$ cat src/rtl/mm_read_arbiter.sv
// mm_read_arbiter: shares the main-memory read port among the test port,
// VGA scanout and CPU. Fixed priority test > VGA > CPU. A VGA streak limit
// keeps the CPU from starving. Reads that collide with the registered write
// are held off for one cycle. Returned data is tagged back to its requester
// through an RD_LAT-deep tag pipeline. The CPU write path is registered.
module mm_read_arbiter #(
  parameter int ADDR_W  = 19,  // RAM address width (must be < 32)
  parameter int RD_LAT  = 2,   // grant cycle to data cycle, must be >= 1
  parameter int VGA_MAX = 4    // max consecutive VGA grants while CPU waits
) (
  input  logic              clk,
  input  logic              rst_n,
  input  logic              test_rreq,
  input  logic [31:0]       test_raddr,
  output logic              test_rgnt,
  output logic              test_rvalid,
  input  logic              vga_rreq,
  input  logic [31:0]       vga_raddr,
  output logic              vga_rgnt,
  output logic              vga_rvalid,
  input  logic              cpu_rreq,
  input  logic [31:0]       cpu_raddr,
  output logic              cpu_rgnt,
  output logic              cpu_rvalid,
  input  logic              cpu_wren,
  input  logic [31:0]       cpu_waddr,
  input  logic [7:0]        cpu_wdata,
  output logic [ADDR_W-1:0] mem_raddr,
  output logic [ADDR_W-1:0] mem_waddr,
  output logic [7:0]        mem_wdata,
  output logic              mem_wren,
  input  logic [7:0]        mem_rdata,
  output logic [7:0]        rdata
);

  localparam int STREAK_W = $clog2(VGA_MAX + 1);
  localparam logic [STREAK_W-1:0] STREAK_MAX = STREAK_W'(VGA_MAX);

  typedef enum logic [1:0] {
    ID_NONE = 2'd0,
    ID_TEST = 2'd1,
    ID_VGA  = 2'd2,
    ID_CPU  = 2'd3
  } req_id_t;

  typedef struct packed {
    logic    valid;
    req_id_t id;
  } tag_t;

  logic [ADDR_W-1:0]   r_mem_raddr;
  logic [ADDR_W-1:0]   r_mem_waddr;
  logic [7:0]          r_mem_wdata;
  logic                r_mem_wren;
  logic [STREAK_W-1:0] r_vga_streak;
  tag_t                r_tag [RD_LAT];

  logic [ADDR_W-1:0] w_test_addr, w_vga_addr, w_cpu_addr;
  logic              w_test_ok, w_vga_ok, w_cpu_ok;
  logic              w_test_win, w_vga_win, w_cpu_win;
  logic              w_test_gnt, w_vga_gnt, w_cpu_gnt;
  req_id_t           w_win_id;
  logic [ADDR_W-1:0] w_win_addr;
  tag_t              w_out_tag;

  // Upper address bits alias onto the RAM and are deliberately dropped.
  logic w_unused_addr_bits;
  assign w_unused_addr_bits = ^{test_raddr[31:ADDR_W], vga_raddr[31:ADDR_W],
                                cpu_raddr[31:ADDR_W], cpu_waddr[31:ADDR_W]};

  assign w_test_addr = test_raddr[ADDR_W-1:0];
  assign w_vga_addr  = vga_raddr[ADDR_W-1:0];
  assign w_cpu_addr  = cpu_raddr[ADDR_W-1:0];

  // A read of the location being written this cycle would return stale
  // data, so that requester sits out one cycle.
  assign w_test_ok = test_rreq && !(r_mem_wren && (w_test_addr == r_mem_waddr));
  assign w_vga_ok  = vga_rreq  && !(r_mem_wren && (w_vga_addr  == r_mem_waddr));
  assign w_cpu_ok  = cpu_rreq  && !(r_mem_wren && (w_cpu_addr  == r_mem_waddr));

  // Priority among eligible requesters. The CPU overtakes VGA once the streak
  // limit is reached, or when VGA is not eligible this cycle.
  assign w_test_win = w_test_ok;
  assign w_cpu_win  = !w_test_ok && w_cpu_ok && ((r_vga_streak == STREAK_MAX) || !w_vga_ok);
  assign w_vga_win  = !w_test_ok && !w_cpu_win && w_vga_ok;

  // Grants are suppressed while reset is asserted.
  assign w_test_gnt = rst_n && w_test_win;
  assign w_vga_gnt  = rst_n && w_vga_win;
  assign w_cpu_gnt  = rst_n && w_cpu_win;

  assign test_rgnt = w_test_gnt;
  assign vga_rgnt  = w_vga_gnt;
  assign cpu_rgnt  = w_cpu_gnt;

  // Select the winning id and address for the read port.
  always_comb begin
    // NOTE: every always_comb output gets a default first so no path can infer a latch.
    w_win_id   = ID_NONE;
    w_win_addr = r_mem_raddr;
    if (w_test_gnt) begin
      w_win_id   = ID_TEST;
      w_win_addr = w_test_addr;
    end else if (w_cpu_gnt) begin
      w_win_id   = ID_CPU;
      w_win_addr = w_cpu_addr;
    end else if (w_vga_gnt) begin
      w_win_id   = ID_VGA;
      w_win_addr = w_vga_addr;
    end
  end

  // Register the read address on a grant. Otherwise it holds.
  always_ff @(posedge clk or negedge rst_n) begin
    if (!rst_n) begin
      r_mem_raddr <= '0;
    end else begin
      // NOTE: sequential state always uses non-blocking assignments so every flop samples pre-edge values.
      r_mem_raddr <= w_win_addr;
    end
  end

  // Register the CPU write path every cycle, independent of arbitration.
  always_ff @(posedge clk or negedge rst_n) begin
    if (!rst_n) begin
      r_mem_wren  <= 1'b0;
      r_mem_waddr <= '0;
      r_mem_wdata <= '0;
    end else begin
      r_mem_wren  <= cpu_wren;
      r_mem_waddr <= cpu_waddr[ADDR_W-1:0];
      r_mem_wdata <= cpu_wdata;
    end
  end

  // Count consecutive VGA wins while the CPU is waiting.
  always_ff @(posedge clk or negedge rst_n) begin
    if (!rst_n) begin
      r_vga_streak <= '0;
    end else if (!cpu_rreq || w_cpu_gnt) begin
      r_vga_streak <= '0;
    end else if (w_vga_gnt && (r_vga_streak != STREAK_MAX)) begin
      r_vga_streak <= r_vga_streak + 1'b1;
    end
  end

  // Tag pipeline: the tag pushed at a grant surfaces RD_LAT cycles later.
  always_ff @(posedge clk or negedge rst_n) begin
    if (!rst_n) begin
      // NOTE: unlike a data RAM, this array must be reset, or a stale valid would fire a spurious rvalid.
      for (int i = 0; i < RD_LAT; i++) begin
        r_tag[i] <= '{valid: 1'b0, id: ID_NONE};
      end
    end else begin
      r_tag[0] <= '{valid: (w_win_id != ID_NONE), id: w_win_id};
      for (int i = 1; i < RD_LAT; i++) begin
        r_tag[i] <= r_tag[i-1];
      end
    end
  end

  assign w_out_tag   = r_tag[RD_LAT-1];
  assign test_rvalid = w_out_tag.valid && (w_out_tag.id == ID_TEST);
  assign vga_rvalid  = w_out_tag.valid && (w_out_tag.id == ID_VGA);
  assign cpu_rvalid  = w_out_tag.valid && (w_out_tag.id == ID_CPU);

  assign mem_raddr = r_mem_raddr;
  assign mem_waddr = r_mem_waddr;
  assign mem_wdata = r_mem_wdata;
  assign mem_wren  = r_mem_wren;
  assign rdata     = mem_rdata;

endmodule

$ cat config.mk
export PLATFORM = sky130hd
export DESIGN_NAME = mm_read_arbiter
export DESIGN_NICKNAME = d
export VERILOG_FILES = /design/src/rtl/mm_read_arbiter.sv
export SDC_FILE = /design/constraint.sdc
export NUM_CORES = 1
export LEC_CHECK = 0
export BUFFER_PORTS_ARGS = -buffer_cell sky130_fd_sc_hd__buf_4
export CORE_UTILIZATION = 44
export CTS_BUF_LIST = sky130_fd_sc_hd__clkbuf_4 sky130_fd_sc_hd__clkbuf_8 sky130_fd_sc_hd__clkbuf_16
export DETAILED_ROUTE_END_ITERATION = 8
export GPL_TIMING_DRIVEN = 0
export PLACE_DENSITY = 0.86
export SLEW_MARGIN = 20
export SYNTH_ARGS = -nofsm -noshare
export SYNTH_HDL_FRONTEND = slang
export SYNTH_SLANG_ARGS = --single-unit
export TNS_END_PERCENT = 50
$ cat constraint.sdc
create_clock -name clk -period 4 [get_ports clk]
set_input_delay 0.2 -clock clk [delete_from_list [all_inputs] [get_ports clk]]
set_output_delay 0.2 -clock clk [all_outputs]
set_load 0.1 [all_outputs]
# Yosys cells after proc, flatten, opt, wreduce, memory -nomap -nowiden
# Cells that the tools add are included.
# Widths: inputs -> output; s select.
# classes
bitwise	0
eq_ne	8
n_mux	8
reduce_logical	29
n_lt_le_gt_ge	0
shifts	0
n_addsub	1
mul	0
div_mod_pow	0
# ops
op	n
$eq 19x19->1	3
$mux 19	3
$logic_and 1x1->1	17
$logic_not 1->1	7
$mux 2	3
$mux 3	2
$eq 2x2->1 const B	2
$reduce_bool 2->1	2
$add 3x1->3 const B	1
$eq 3x3->1 const B	1
$ne 3x3->1 const B	1
$reduce_bool 3->1	1
$eq 2x1->1 const B	1
$logic_or 1x1->1	2
# totals
input_bits	150
mem_bits_rw	0
romBits	0
n_memories	0
wordCells	55
output_inout_bits	61
regBits	56
latch_bits	0

# Depth between registers and ports, before layout
# logic_depth
depth_word	15
ltp_mapped	9
ltp_nobuf	7

# Worst setup path after synthesis
# Ideal clock, no wire load.
# synth_timing
path_type	flip-flop to output port
startpoint	register r_mem_waddr[0], in the netlist mem_waddr[0]
endpoint	output vga_rgnt
arrival_ns	3.305
path_stages_with_launch	6
setup_slack_ns	0.495
path_cell_list	dfrtp_1 > xor2_1 > nor4_1 > nand3_1 > o31a_1 > a21oi_1
# synth_between
elab_chain_len	11
elab_cells_between_ends	21
cone_classes	eq/ne: 3; reduce/logical: 18
# synth_lines
item	line	source
start: declaration	52	logic [ADDR_W-1:0] r_mem_waddr;
start signal: assignment	131	r_mem_waddr <= cpu_waddr[ADDR_W-1:0];
$eq 19x19->1, on equally long branches	77, 78	
$logic_and 1x1->1, on equally long branches	77, 78	
$logic_not 1->1, on equally long branches	77, 78	
$logic_and 1x1->1, on equally long branches	77, 78	
$logic_not 1->1, on equally long branches	84, 85	
$logic_and 1x1->1 / $logic_or 1x1->1 (equally long branches)	84	assign w_cpu_win = !w_test_ok && w_cpu_ok && ((r_vga_streak == STREAK_MAX) || !w_vga_ok);
$logic_and 1x1->1	84	
$logic_not 1->1	85	assign w_vga_win = !w_test_ok && !w_cpu_win && w_vga_ok;
$logic_and 1x1->1	85	
$logic_and 1x1->1 (*)	85	
$logic_and 1x1->1 (*)	89	assign w_vga_gnt = rst_n && w_vga_win;
end: declaration	19	output logic vga_rgnt,
# Mark *: on every way between the ends. The rest lies on a longest branch, timed or not.

# Worst setup path in the final report
# layout_timing
startpoint	register r_mem_waddr[13], in the netlist mem_waddr[13]
endpoint	register r_mem_raddr[3], in the netlist mem_raddr[3]
# layout_between
elab_chain_len	12
elab_cells_between_ends	26
cone_classes	eq/ne: 3; mux: 2; reduce/logical: 21
# layout_lines
item	line	source
$eq 19x19->1, on equally long branches	77, 78	
$logic_and 1x1->1, on equally long branches	77, 78	
$logic_not 1->1, on equally long branches	77, 78	
$logic_and 1x1->1, on equally long branches	77, 78	
$logic_not 1->1, on equally long branches	84, 85	
$logic_and 1x1->1 / $logic_or 1x1->1 (equally long branches)	84	
$logic_and 1x1->1	84	
$logic_not 1->1	85	
$logic_and 1x1->1 (2 in a row)	85	
$logic_and 1x1->1	89	
$reduce_bool 3->1 (no source line)	-	
end signal: assignment	119	r_mem_raddr <= w_win_addr;
end: declaration	51	logic [ADDR_W-1:0] r_mem_raddr;
# Several ways; a longest one is shown, not always the timed one.
# A chain may end at the register's enable or synchronous reset.

==> results.toml <==
[clocking]
cts.sinks = 56
cts_setup_buffers = 0
cts_buffer_depth = 2
cts-resized-gates = 0
cts.reportedPaths.clkPinSlew_ns = 0.10
htreeDepth = 2
cts_made_buffers = 5
tritoncts = "done"
clk_root_buffer_cell = "sky130_fd_sc_hd__clkbuf_8"
clock_insertion_delay_worst_skew_ns = 0.31

[global_routing]
grt_overflow = 0
antenna_violations_before_repair = 0
first_global_vias = 2973
maximum_number_of_pins_on_one_net_before_global_route_repair = 60
global_route_wire_length_before_repair_um = 15200
grt_util_all_layers_pct = 28.4

[critical_path]
ff2ff_setup_slack_ns = 1.15
critical_path_peak_fanout = 10
critPathArrivalTime_ns = 3.05
required_ns = 4.20
timing.setup.critical_path_class = "flop to flop"
timing.critical_path.to_type = "flop"
worst_setup_path_start_kind = "flop"

[final_layout]
drive_gt1_share_pct = 45.5
instances_no_fill = 503
antenna_cells = 0
syn_to_final_growth_pct = 55.7
total_nets_final = 577
filler_cell_count = 454

[logic_synthesis]
biggest_area_contributors_in_the_synthesized_netlist = "sky130_fd_sc_hd__dfrtp_1 48%, sky130_fd_sc_hd__xnor2_1 14%, sky130_fd_sc_hd__mux2_4 7.2%"
ys_async_sr_fraction_pct = 100
netlist.top_cell.by_area = "sky130_fd_sc_hd__dfrtp_1"
ys.flop_type = "sky130_fd_sc_hd__dfrtp_1"
syn-num-nets = 391
syn_inst = 239
synth.avg_cell_area_sq_um = 12.2
post-synth-top-count-cell = "sky130_fd_sc_hd__dfrtp_1"
synth_commonest_cells = "56 x sky130_fd_sc_hd__dfrtp_1, 46 x sky130_fd_sc_hd__xnor2_1, 19 x sky130_fd_sc_hd__and2_1"
yosys.area.top_type_share_pct = 48.0
yosys.cell_types.count = 30
mappedNetlistArea_sq_um = 2920
ys_warn_count = 0
yosys_register_bits = 56
ys_seq_area_share_pct = 48.0
number_of_enable_flip_flop_cells_after_synthesis = 0

[route]
drt-initial-drc-count = 195
drt.antenna.violating_nets = 0
drt-vias-per-instance = 5.24
routedWlPerCell_um = 19.0
drcViolationCount = 0
vias = 2638
finalWirelength_um = 9530
dr.pass1.iters = 4

[timing]
post-route-period-util_pct = 71.2
fmaxAchievable_mhz = 351
slew-limit-headroom_pct = 43.0
layout_min_cycle_time_ns = 2.85
worst_clock_skew_ns = 0.00579
worst_pin_slew_ns = 0.855
maxSlewViolCount = 0
finalSetupTns_ns = 0
setup_violations = 0
finalHoldViolations = 0
grt_setup_unrepaired = "false"

[placed_design]
finalWeightedCongestion = 0.881
io_buffer_count = 150
place_inst = 466
place_hpwl_um = 6680

[die]
boundaryPins = 211
dieWidth_um = 83.5
rows = 29
die_area_sq_um = 6970
start_util_pct = 45.7
die_y_um = 83.5
floorplan.core_area_sq_um = 6390

[min_path]
holdCritPathClass = "primary input to flop"

[power]
p_leak_nw = 2.15
worst_ir_drop_vdd_mv = 0.252
pwr_density_cell_nw_per_um2 = 419

[outcome]
status = "finished clean"

[flow_run]
cap_viol_max_count = 0
-- registers in the layout (all words and copies together) (netlist names) --
name / cells
r_vga_streak: 3
r_tag: 6
mem_wdata: 8
mem_raddr: 19
mem_waddr: 19
mem_wren: 1
-- cells by family after synthesis --
kind of cell	synth area share, %
fa+ha+maj	0.856
xor+xnor	17.7
buf+inv	4.54
simple gates	11.1
flops	48.0
compound gates	8.35
mux	9.46
-- worst max-delay path, cell delays in order, from the launching register on --
cell	delay, ns
sky130_fd_sc_hd__dfrtp_1	0.47
sky130_fd_sc_hd__xnor2_1	0.23
sky130_fd_sc_hd__nand4_1	0.16
sky130_fd_sc_hd__nor3_1	0.36
sky130_fd_sc_hd__a31o_2	0.25
sky130_fd_sc_hd__a31oi_1	0.12
sky130_fd_sc_hd__nand2_1	0.09
sky130_fd_sc_hd__clkbuf_1	0.65
sky130_fd_sc_hd__mux2_2	0.42
-- cells in the final DEF, fill, tap and decap left out, types with 3 or more instances in the layout --
master | Yosys | routed
sky130_fd_sc_hd__a21oi_1 | 3 | 3
sky130_fd_sc_hd__a221o_1 | 16 | 16
sky130_fd_sc_hd__a221o_2 | 4 | 4
sky130_fd_sc_hd__and2_1 | 19 | 19
sky130_fd_sc_hd__buf_4 | 8 | 158
sky130_fd_sc_hd__buf_6 | 3 | 3
sky130_fd_sc_hd__clkbuf_1 | 5 | 5
sky130_fd_sc_hd__clkbuf_8 | 0 | 5
sky130_fd_sc_hd__dfrtp_1 | 56 | 56
sky130_fd_sc_hd__dlygate4sd3_1 | 0 | 29
sky130_fd_sc_hd__inv_1 | 4 | 4
sky130_fd_sc_hd__mux2_2 | 5 | 5
sky130_fd_sc_hd__mux2_4 | 14 | 14
sky130_fd_sc_hd__nand2_1 | 5 | 5
sky130_fd_sc_hd__nand4_1 | 13 | 13
sky130_fd_sc_hd__nor2_1 | 3 | 3
sky130_fd_sc_hd__nor3b_1 | 3 | 3
sky130_fd_sc_hd__nor4_1 | 3 | 3
sky130_fd_sc_hd__xnor2_1 | 46 | 46
sky130_fd_sc_hd__xor2_1 | 13 | 13
-- area by class of cell --
type                            count  area [sq um]  area share (%)
Buffer                             17           118            2.59
Timing Repair Buffer              179          1420            31.1
Sequential cell                    56          1400            30.8
Inverter                            4          15.0           0.330
Clock inverter                      2          38.8           0.853
Clock buffer                        6          76.3            1.68
Tap cell                           77          96.3            2.12
Multi-Input combinational cell    162          1390            30.5
-- final timing paths --
path | start | end | depth (start not counted)
setup / recovery | mem_waddr[13]$_DFF_PN0_ | mem_raddr[3]$_DFFE_PN0P_ | 8
hold / removal | cpu_rreq | r_vga_streak[0]$_DFFE_PN0P_ | 2
setup reg to reg | mem_waddr[13]$_DFF_PN0_ | mem_raddr[3]$_DFFE_PN0P_ | 8
hold reg to reg | r_tag[5]$_DFF_PN0_ | r_tag[2]$_DFF_PN0_ | 0
max in group asynchronous | rst_n | mem_waddr[8]$_DFF_PN0_ | 2
min in group asynchronous | rst_n | mem_raddr[9]$_DFFE_PN0P_ | 2
-- per-layer routing --
metal / wire length [um] / track usage (%)
met3: 589 / 6.03
met2: 5060 / 52.3
met5: 0 / 0
met1: 3660 / 32.7
met4: 229 / 9.55
-- power by group --
group          switching [mW]  internal, mW  leakage (nW)
Combinational           0.587         0.264          1.42
Sequential             0.0445         0.623         0.671
Clock                   0.191         0.196        0.0592
-- stage by stage --
| stage | area [sq um] | power (mW) | util (%) | hold slack [ns] | setup WS (ns) |
|---|---|---|---|---|---|
| final | 4550 | 1.91 | 71.2 | 0.182 | 1.15 |
| after global routing | 4550 | 1.97 | 71.2 | 0.175 | 0.966 |
| after CTS | 4550 | 1.91 | 71.2 | 0.169 | 1.23 |
| after detailed placement | 4140 | 1.50 | 64.9 | 0.310 | 1.24 |
| after global placement | 4140 | 1.49 | 64.9 | 0.307 | 1.31 |
| after floorplan | 2920 | 1.26 | - | -0.0956 | 0.495 |
-- repair_timing --
action,CTS,global route
hold buffers,29,0
endpoints found under the hold margin,84,0
setup endpoints to repair,0,0
No activity file was read; power rests on OpenSTA's default activity.
